$ cat config.mk
export PLATFORM = sky130hd
export DESIGN_NAME = sensor_input_conditioner
export DESIGN_NICKNAME = d
export VERILOG_FILES = /design/src/rtl/irrigation_pkg.sv /design/src/rtl/debounce_channel.sv /design/src/rtl/sensor_input_conditioner.sv
export SDC_FILE = /design/constraint.sdc
export NUM_CORES = 1
export LEC_CHECK = 0
export BUFFER_PORTS_ARGS = -buffer_cell sky130_fd_sc_hd__buf_2
export CORE_MARGIN = 1
export CORE_UTILIZATION = 53
export CTS_BUF_LIST = sky130_fd_sc_hd__clkbuf_4 sky130_fd_sc_hd__clkbuf_8
export CTS_CLUSTER_SIZE = 25
export DETAILED_ROUTE_END_ITERATION = 8
export PLACE_DENSITY_LB_ADDON = 0.1
export RECOVER_POWER = 25
export REMOVE_ABC_BUFFERS = 1
export SETUP_SLACK_MARGIN = 0.1
export SYNTH_ARGS = -nofsm -noshare
export SYNTH_HDL_FRONTEND = slang
export SYNTH_SLANG_ARGS = --single-unit
$ cat constraint.sdc
create_clock -name clock -period 4.5 [get_ports clock]
set_clock_uncertainty 0.15 [all_clocks]
set_input_delay 0.675 -clock clock [delete_from_list [all_inputs] [get_ports clock]]
set_output_delay 0.675 -clock clock [all_outputs]
set_load 0.01 [all_outputs]
$ cat src/rtl/irrigation_pkg.sv
// Shared types and constants for the irrigation controller input front end.
// Channel indices are positions in the conditioner's packed input vectors.
package irrigation_pkg;

   typedef enum logic [1:0] {
      IDLE,
      PRESSED,
      REPEATING,
      HELD_AT_START
   } button_state_t;

   localparam int SYNC_STAGES = 2;
   localparam int NUM_CH      = 8;

   localparam int CH_LOW_WATER  = 0;
   localparam int CH_MID_WATER  = 1;
   localparam int CH_HIGH_WATER = 2;
   localparam int CH_EARTH_HUM  = 3;
   localparam int CH_AIR_HUM    = 4;
   localparam int CH_LOW_TEMP   = 5;
   localparam int CH_PULSE_2    = 6;
   localparam int CH_PULSE_3    = 7;

endpackage

$ cat src/rtl/debounce_channel.sv
// One input channel: synchronizer, mismatch counter and clean level flop.
// Active-low inputs are inverted after synchronization (1 = asserted inside).
module debounce_channel
   import irrigation_pkg::*;
#(
   parameter int STABLE_COUNT = 16,
   parameter bit ACTIVE_LOW   = 1'b0
) (
   input  logic clock,
   input  logic reset,
   input  logic raw,
   input  logic startup_bypass,
   output logic clean
);

   logic [SYNC_STAGES-1:0] sync_q, sync_d;
   logic [7:0]             cnt_q, cnt_d;
   logic                   clean_q, clean_d;
   logic                   synced;

   assign synced = sync_q[SYNC_STAGES-1] ^ ACTIVE_LOW;
   assign clean  = clean_q;

   always_comb begin
      sync_d  = {sync_q[SYNC_STAGES-2:0], raw};
      clean_d = clean_q;
      cnt_d   = '0;
      if (startup_bypass) begin
         clean_d = synced;
      end else if (synced != clean_q) begin
         // Toggle on the STABLE_COUNT-th consecutive mismatch
         if (cnt_q == 8'(STABLE_COUNT - 1)) begin
            clean_d = ~clean_q;
         end else begin
            cnt_d = cnt_q + 8'd1;
         end
      end
   end

   always_ff @(posedge clock or posedge reset) begin
      if (reset) begin
         sync_q  <= {SYNC_STAGES{ACTIVE_LOW}};
         cnt_q   <= '0;
         clean_q <= 1'b0;
      end else begin
         sync_q  <= sync_d;
         cnt_q   <= cnt_d;
         clean_q <= clean_d;
      end
   end

endmodule

$ cat src/rtl/sensor_input_conditioner.sv
// Input front end: debounced sensor levels, button ticks with auto-repeat,
// water-probe conflict flag and a startup valid flag.
module sensor_input_conditioner
   import irrigation_pkg::*;
#(
   parameter int STABLE_COUNT  = 16,
   parameter int HOLD_CYCLES   = 1024,
   parameter int REPEAT_CYCLES = 256
) (
   input  logic clock,
   input  logic reset,
   input  logic raw_low_water_level,
   input  logic raw_mid_water_level,
   input  logic raw_high_water_level,
   input  logic raw_earth_humidity,
   input  logic raw_air_humidity,
   input  logic raw_low_temperature,
   input  logic raw_pulse_2_n,
   input  logic raw_pulse_3_n,
   output logic low_water_level,
   output logic mid_water_level,
   output logic high_water_level,
   output logic earth_humidity,
   output logic air_humidity,
   output logic low_temperature,
   output logic pulse_2,
   output logic pulse_3,
   output logic conflicting_values,
   output logic inputs_valid
);

   localparam int BTN_MAX = (HOLD_CYCLES > REPEAT_CYCLES) ?
                            HOLD_CYCLES : REPEAT_CYCLES;
   localparam int BTN_CW  = $clog2(BTN_MAX);

   logic [NUM_CH-1:0] raw_vec, clean_vec;

   logic [8:0]  start_q, start_d;
   logic        valid_q, valid_d;
   logic        conflict_q, conflict_d;

   button_state_t     state_q [2];
   button_state_t     state_d [2];
   logic [BTN_CW-1:0] cnt_q   [2];
   logic [BTN_CW-1:0] cnt_d   [2];
   logic [1:0]        tick_q, tick_d;

   assign raw_vec[CH_LOW_WATER]  = raw_low_water_level;
   assign raw_vec[CH_MID_WATER]  = raw_mid_water_level;
   assign raw_vec[CH_HIGH_WATER] = raw_high_water_level;
   assign raw_vec[CH_EARTH_HUM]  = raw_earth_humidity;
   assign raw_vec[CH_AIR_HUM]    = raw_air_humidity;
   assign raw_vec[CH_LOW_TEMP]   = raw_low_temperature;
   assign raw_vec[CH_PULSE_2]    = raw_pulse_2_n;
   assign raw_vec[CH_PULSE_3]    = raw_pulse_3_n;

   for (genvar i = 0; i < NUM_CH; i++) begin : g_ch
      debounce_channel #(
         .STABLE_COUNT (STABLE_COUNT),
         .ACTIVE_LOW   (i >= CH_PULSE_2)
      ) u_db (
         .clock          (clock),
         .reset          (reset),
         .raw            (raw_vec[i]),
         .startup_bypass (~valid_q),
         .clean          (clean_vec[i])
      );
   end

   always_comb begin
      start_d    = valid_q ? start_q : start_q + 9'd1;
      valid_d    = valid_q | (start_q == 9'(STABLE_COUNT + 1));
      conflict_d = valid_q &
                   ((clean_vec[CH_HIGH_WATER] & ~clean_vec[CH_MID_WATER]) |
                    (clean_vec[CH_MID_WATER]  & ~clean_vec[CH_LOW_WATER]));
   end

   always_comb begin
      tick_d = '0;
      for (int b = 0; b < 2; b++) begin
         state_d[b] = state_q[b];
         cnt_d[b]   = cnt_q[b];
         // Presses seen during settling are parked until released
         if (!valid_q) begin
            state_d[b] = clean_vec[CH_PULSE_2 + b] ? HELD_AT_START : IDLE;
            cnt_d[b]   = '0;
         end else begin
            unique case (state_q[b])
               IDLE: begin
                  if (clean_vec[CH_PULSE_2 + b]) begin
                     state_d[b] = PRESSED;
                     tick_d[b]  = 1'b1;
                     cnt_d[b]   = '0;
                  end
               end
               PRESSED: begin
                  if (!clean_vec[CH_PULSE_2 + b]) begin
                     state_d[b] = IDLE;
                  end else if (cnt_q[b] == BTN_CW'(HOLD_CYCLES - 1)) begin
                     state_d[b] = REPEATING;
                     tick_d[b]  = 1'b1;
                     cnt_d[b]   = '0;
                  end else begin
                     cnt_d[b] = cnt_q[b] + 1'b1;
                  end
               end
               REPEATING: begin
                  if (!clean_vec[CH_PULSE_2 + b]) begin
                     state_d[b] = IDLE;
                  end else if (cnt_q[b] == BTN_CW'(REPEAT_CYCLES - 1)) begin
                     tick_d[b] = 1'b1;
                     cnt_d[b]  = '0;
                  end else begin
                     cnt_d[b] = cnt_q[b] + 1'b1;
                  end
               end
               HELD_AT_START: begin
                  if (!clean_vec[CH_PULSE_2 + b]) begin
                     state_d[b] = IDLE;
                  end
               end
               default: state_d[b] = IDLE;
            endcase
         end
      end
   end

   always_ff @(posedge clock or posedge reset) begin
      if (reset) begin
         start_q    <= '0;
         valid_q    <= 1'b0;
         conflict_q <= 1'b0;
         tick_q     <= '0;
         for (int b = 0; b < 2; b++) begin
            state_q[b] <= IDLE;
            cnt_q[b]   <= '0;
         end
      end else begin
         start_q    <= start_d;
         valid_q    <= valid_d;
         conflict_q <= conflict_d;
         tick_q     <= tick_d;
         for (int b = 0; b < 2; b++) begin
            state_q[b] <= state_d[b];
            cnt_q[b]   <= cnt_d[b];
         end
      end
   end

   assign low_water_level    = clean_vec[CH_LOW_WATER];
   assign mid_water_level    = clean_vec[CH_MID_WATER];
   assign high_water_level   = clean_vec[CH_HIGH_WATER];
   assign earth_humidity     = clean_vec[CH_EARTH_HUM];
   assign air_humidity       = clean_vec[CH_AIR_HUM];
   assign low_temperature    = clean_vec[CH_LOW_TEMP];
   assign pulse_2            = tick_q[0];
   assign pulse_3            = tick_q[1];
   assign conflicting_values = conflict_q;
   assign inputs_valid       = valid_q;

endmodule

==> flow_metrics.tcl <==
set metrics [dict create \
    cts_root_buf "clkbuf_8" \
    synthTopCellsByArea "dfrtp_1 (50%), xor2_1 (5.1%), ha_1 (4.4%)" \
    first_global_vias 4296 \
    gp_congestion 0.7898 \
    num_rows 38 \
    finalCritPeriodShare_pct 56.33 \
    antenna_left 0 \
    initial_core_util_pct 54.91 \
    ys_ff_latch 125 \
    end_kind "register" \
    relSlewSlack_pct 35.52 \
    cellLeakagePower_nw 3.086 \
    cp.required_ps 4660 \
    final_common_cell "dfrtp_1" \
    nFillCells 929 \
    ir_drop_mv 0.3624 \
    finalSetupViolCount 0 \
    drt_iter0_markers 223 \
    cts_setup_buffers 0 \
    grt_usage_pct 20.76 \
    htreeDepth 4 \
    numClockSinks 125 \
    clockBufferDepth 2 \
    worstSetupPathType "reg -> reg" \
    synthDistinctLibCells 59 \
    avgSynthCellArea_um2 10.52 \
    dr.pass1.iters 4 \
    seqCellArea_um2 3134 \
    die_h_um 108.4 \
    fin_util_pct 60.65 \
    cts_tree "yes" \
    arrival_ps 2700 \
    portBuffers 19 \
    multi_input_area_um2 2726 \
    vias_per_cell 5.637 \
    drc_errors 0 \
    core_area_um2 10940 \
    yosysWarnings 0 \
    ioPinCount 20 \
    crit_fanout 13 \
    antenna_cells 0 \
    routed-via-count 4211 \
    worst_slew_pin_slew_ps 967.3 \
    power_w 0.002698 \
    synth_top_area_cell "dfrtp_1" \
    worstSkewPairLatency_ps 440 \
    post-place-ws_ps 2020 \
    rsz0062_at_grt "false" \
    netlist_area_um2 6005 \
    grt_pass1_wl_mm 19.04 \
    synth_edf_count 0 \
    syn_inst 571 \
    finalWorstSetupSlack_ps 1965 \
    drive_above_1_share_pct 13.01 \
    globalRouteOverflowTotal 0 \
    layout_common_cells "dfrtp_1 (120), nor2_1 (66), nand2_1 (46)" \
    outcome "finished clean" \
    fmax_mhz 394.5 \
    worst-r2r-setup-slack_ps 1970 \
    start_kind "register" \
    dpl.hpwl_mm 7.264 \
    drt-wirelength-per-cell_um 14.64 \
    min_period_ps 2535 \
    synth_top_cell_area_share_pct 50.43 \
    yosysSeqAreaShare_pct 52.18 \
    area_growth_pct 10.46 \
    cts_resized 0 \
    ys.flop_type "dfrtp_1" \
    antenna_found_initial 0 \
    layout.nets 625 \
    synthArstFlopShare_pct 100.0 \
    hold_viol_final 0 \
    hp-class "in -> reg" \
    whs_ps 188.5 \
    fp.dieW_um 108.4 \
    wl_mm 10.93 \
    dieArea_um2 11760 \
    grt_max_degree 82 \
    cts_hold_buf 0 \
    setup_tns_ps 0 \
    clk_pin_slew_ps 70 \
    cts_buffers 17 \
    power_density_nw_per_um2 406.7 \
    slew_viol_final 0 \
    maxCapViolCount 0 \
]
## worst paths after layout
kind                                              from                endpoint  cells past startpoint
worst min-delay path                     raw_pulse_2_n  g_ch[6].u_db.sync_q[0]                      1
min in group asynchronous                        reset   g_ch[2].u_db.cnt_q[2]                      2
worst min register to register  g_ch[2].u_db.sync_q[0]  g_ch[2].u_db.sync_q[1]                      0
max in group asynchronous                        reset  g_ch[6].u_db.sync_q[1]                      3
worst max register to register              state_q[2]               cnt_q[15]                      6
worst max-delay path                        state_q[2]               cnt_q[15]                      6
## kinds of logic (layout without fill, tap and decap cells)
kind of cell,after synthesis,count (layout),synth area share (%)
and+or+nand+nor,244,244,20.92
xor gates and xnor gates,64,64,9.335
buffers and inverters,34,70,2.417
DFF,125,125,52.18
muxes,9,9,1.646
AOI/OAI and AO/OA,74,74,9.127
adders and majority gates,21,21,4.376
## sequential cells by signal, indices dropped and copies added (netlist names)
name / count
cnt_q: 20
inputs_valid: 1
state_q: 4
g_ch.u_db.sync_q: 16
tick_q: 2
start_q: 9
g_ch.u_db.cnt_q: 64
conflicting_values: 1
g_ch.u_db.clean: 8
## synthesized netlist by cell type (all sizes together) (5+ instances only)
library cell	n
and3	32
nand3	34
nand2	46
dfrtp	121
o31ai	6
xnor2	29
nor2	66
a31oi	8
nand4	17
clkbuf	7
nor4	9
o211ai	6
a21oi	10
and2	12
o22ai	5
inv	15
ha	21
mux2	7
buf	11
xor2	35
o21ai	19
## routing by layer
metal / routed length [µm] / vias up / global-route usage (%)
li1: - / 2061 / -
met1: 5129 / 2090 / 26.22
met2: 5381 / 50 / 33.73
met3: 321 / 10 / 6.269
met4: 101 / 0 / 7.432
met5: 0 / - / 0
## area by class of cell
cell class	instances	share of cell area (%)
Tap cell	140	2.641
Clock inverter	12	2.151
Sequential cell	125	47.26
Multi-Input combinational cell	412	41.11
Timing Repair Buffer	22	1.754
Clock buffer	20	4.150
Inverter	16	0.9432
## where the power goes
group	internal, W	switching (W)	leakage, nW
logic	0.000164	0.000259	1.24
registers	0.00120	0.0000622	1.64
clock network	0.000585	0.000432	0.210
total	0.00194	0.000753	3.09
## per-stage QoR
stage	std cells	area [µm²]
after detailed placement	715	6216
after global placement	715	6216
after floorplan	553	5919
final	747	6633
after CTS	747	6634
after global routing	747	6633
## critical path, stage by stage, from the launching register on
cell and delay, ps:
dfrtp_1 400, inv_1 110, ha_1 250, mux2_2 350
a21oi_1 730, nand3b_1 300, o22ai_1 130
Note: power is estimated with default switching activity, not from simulation.
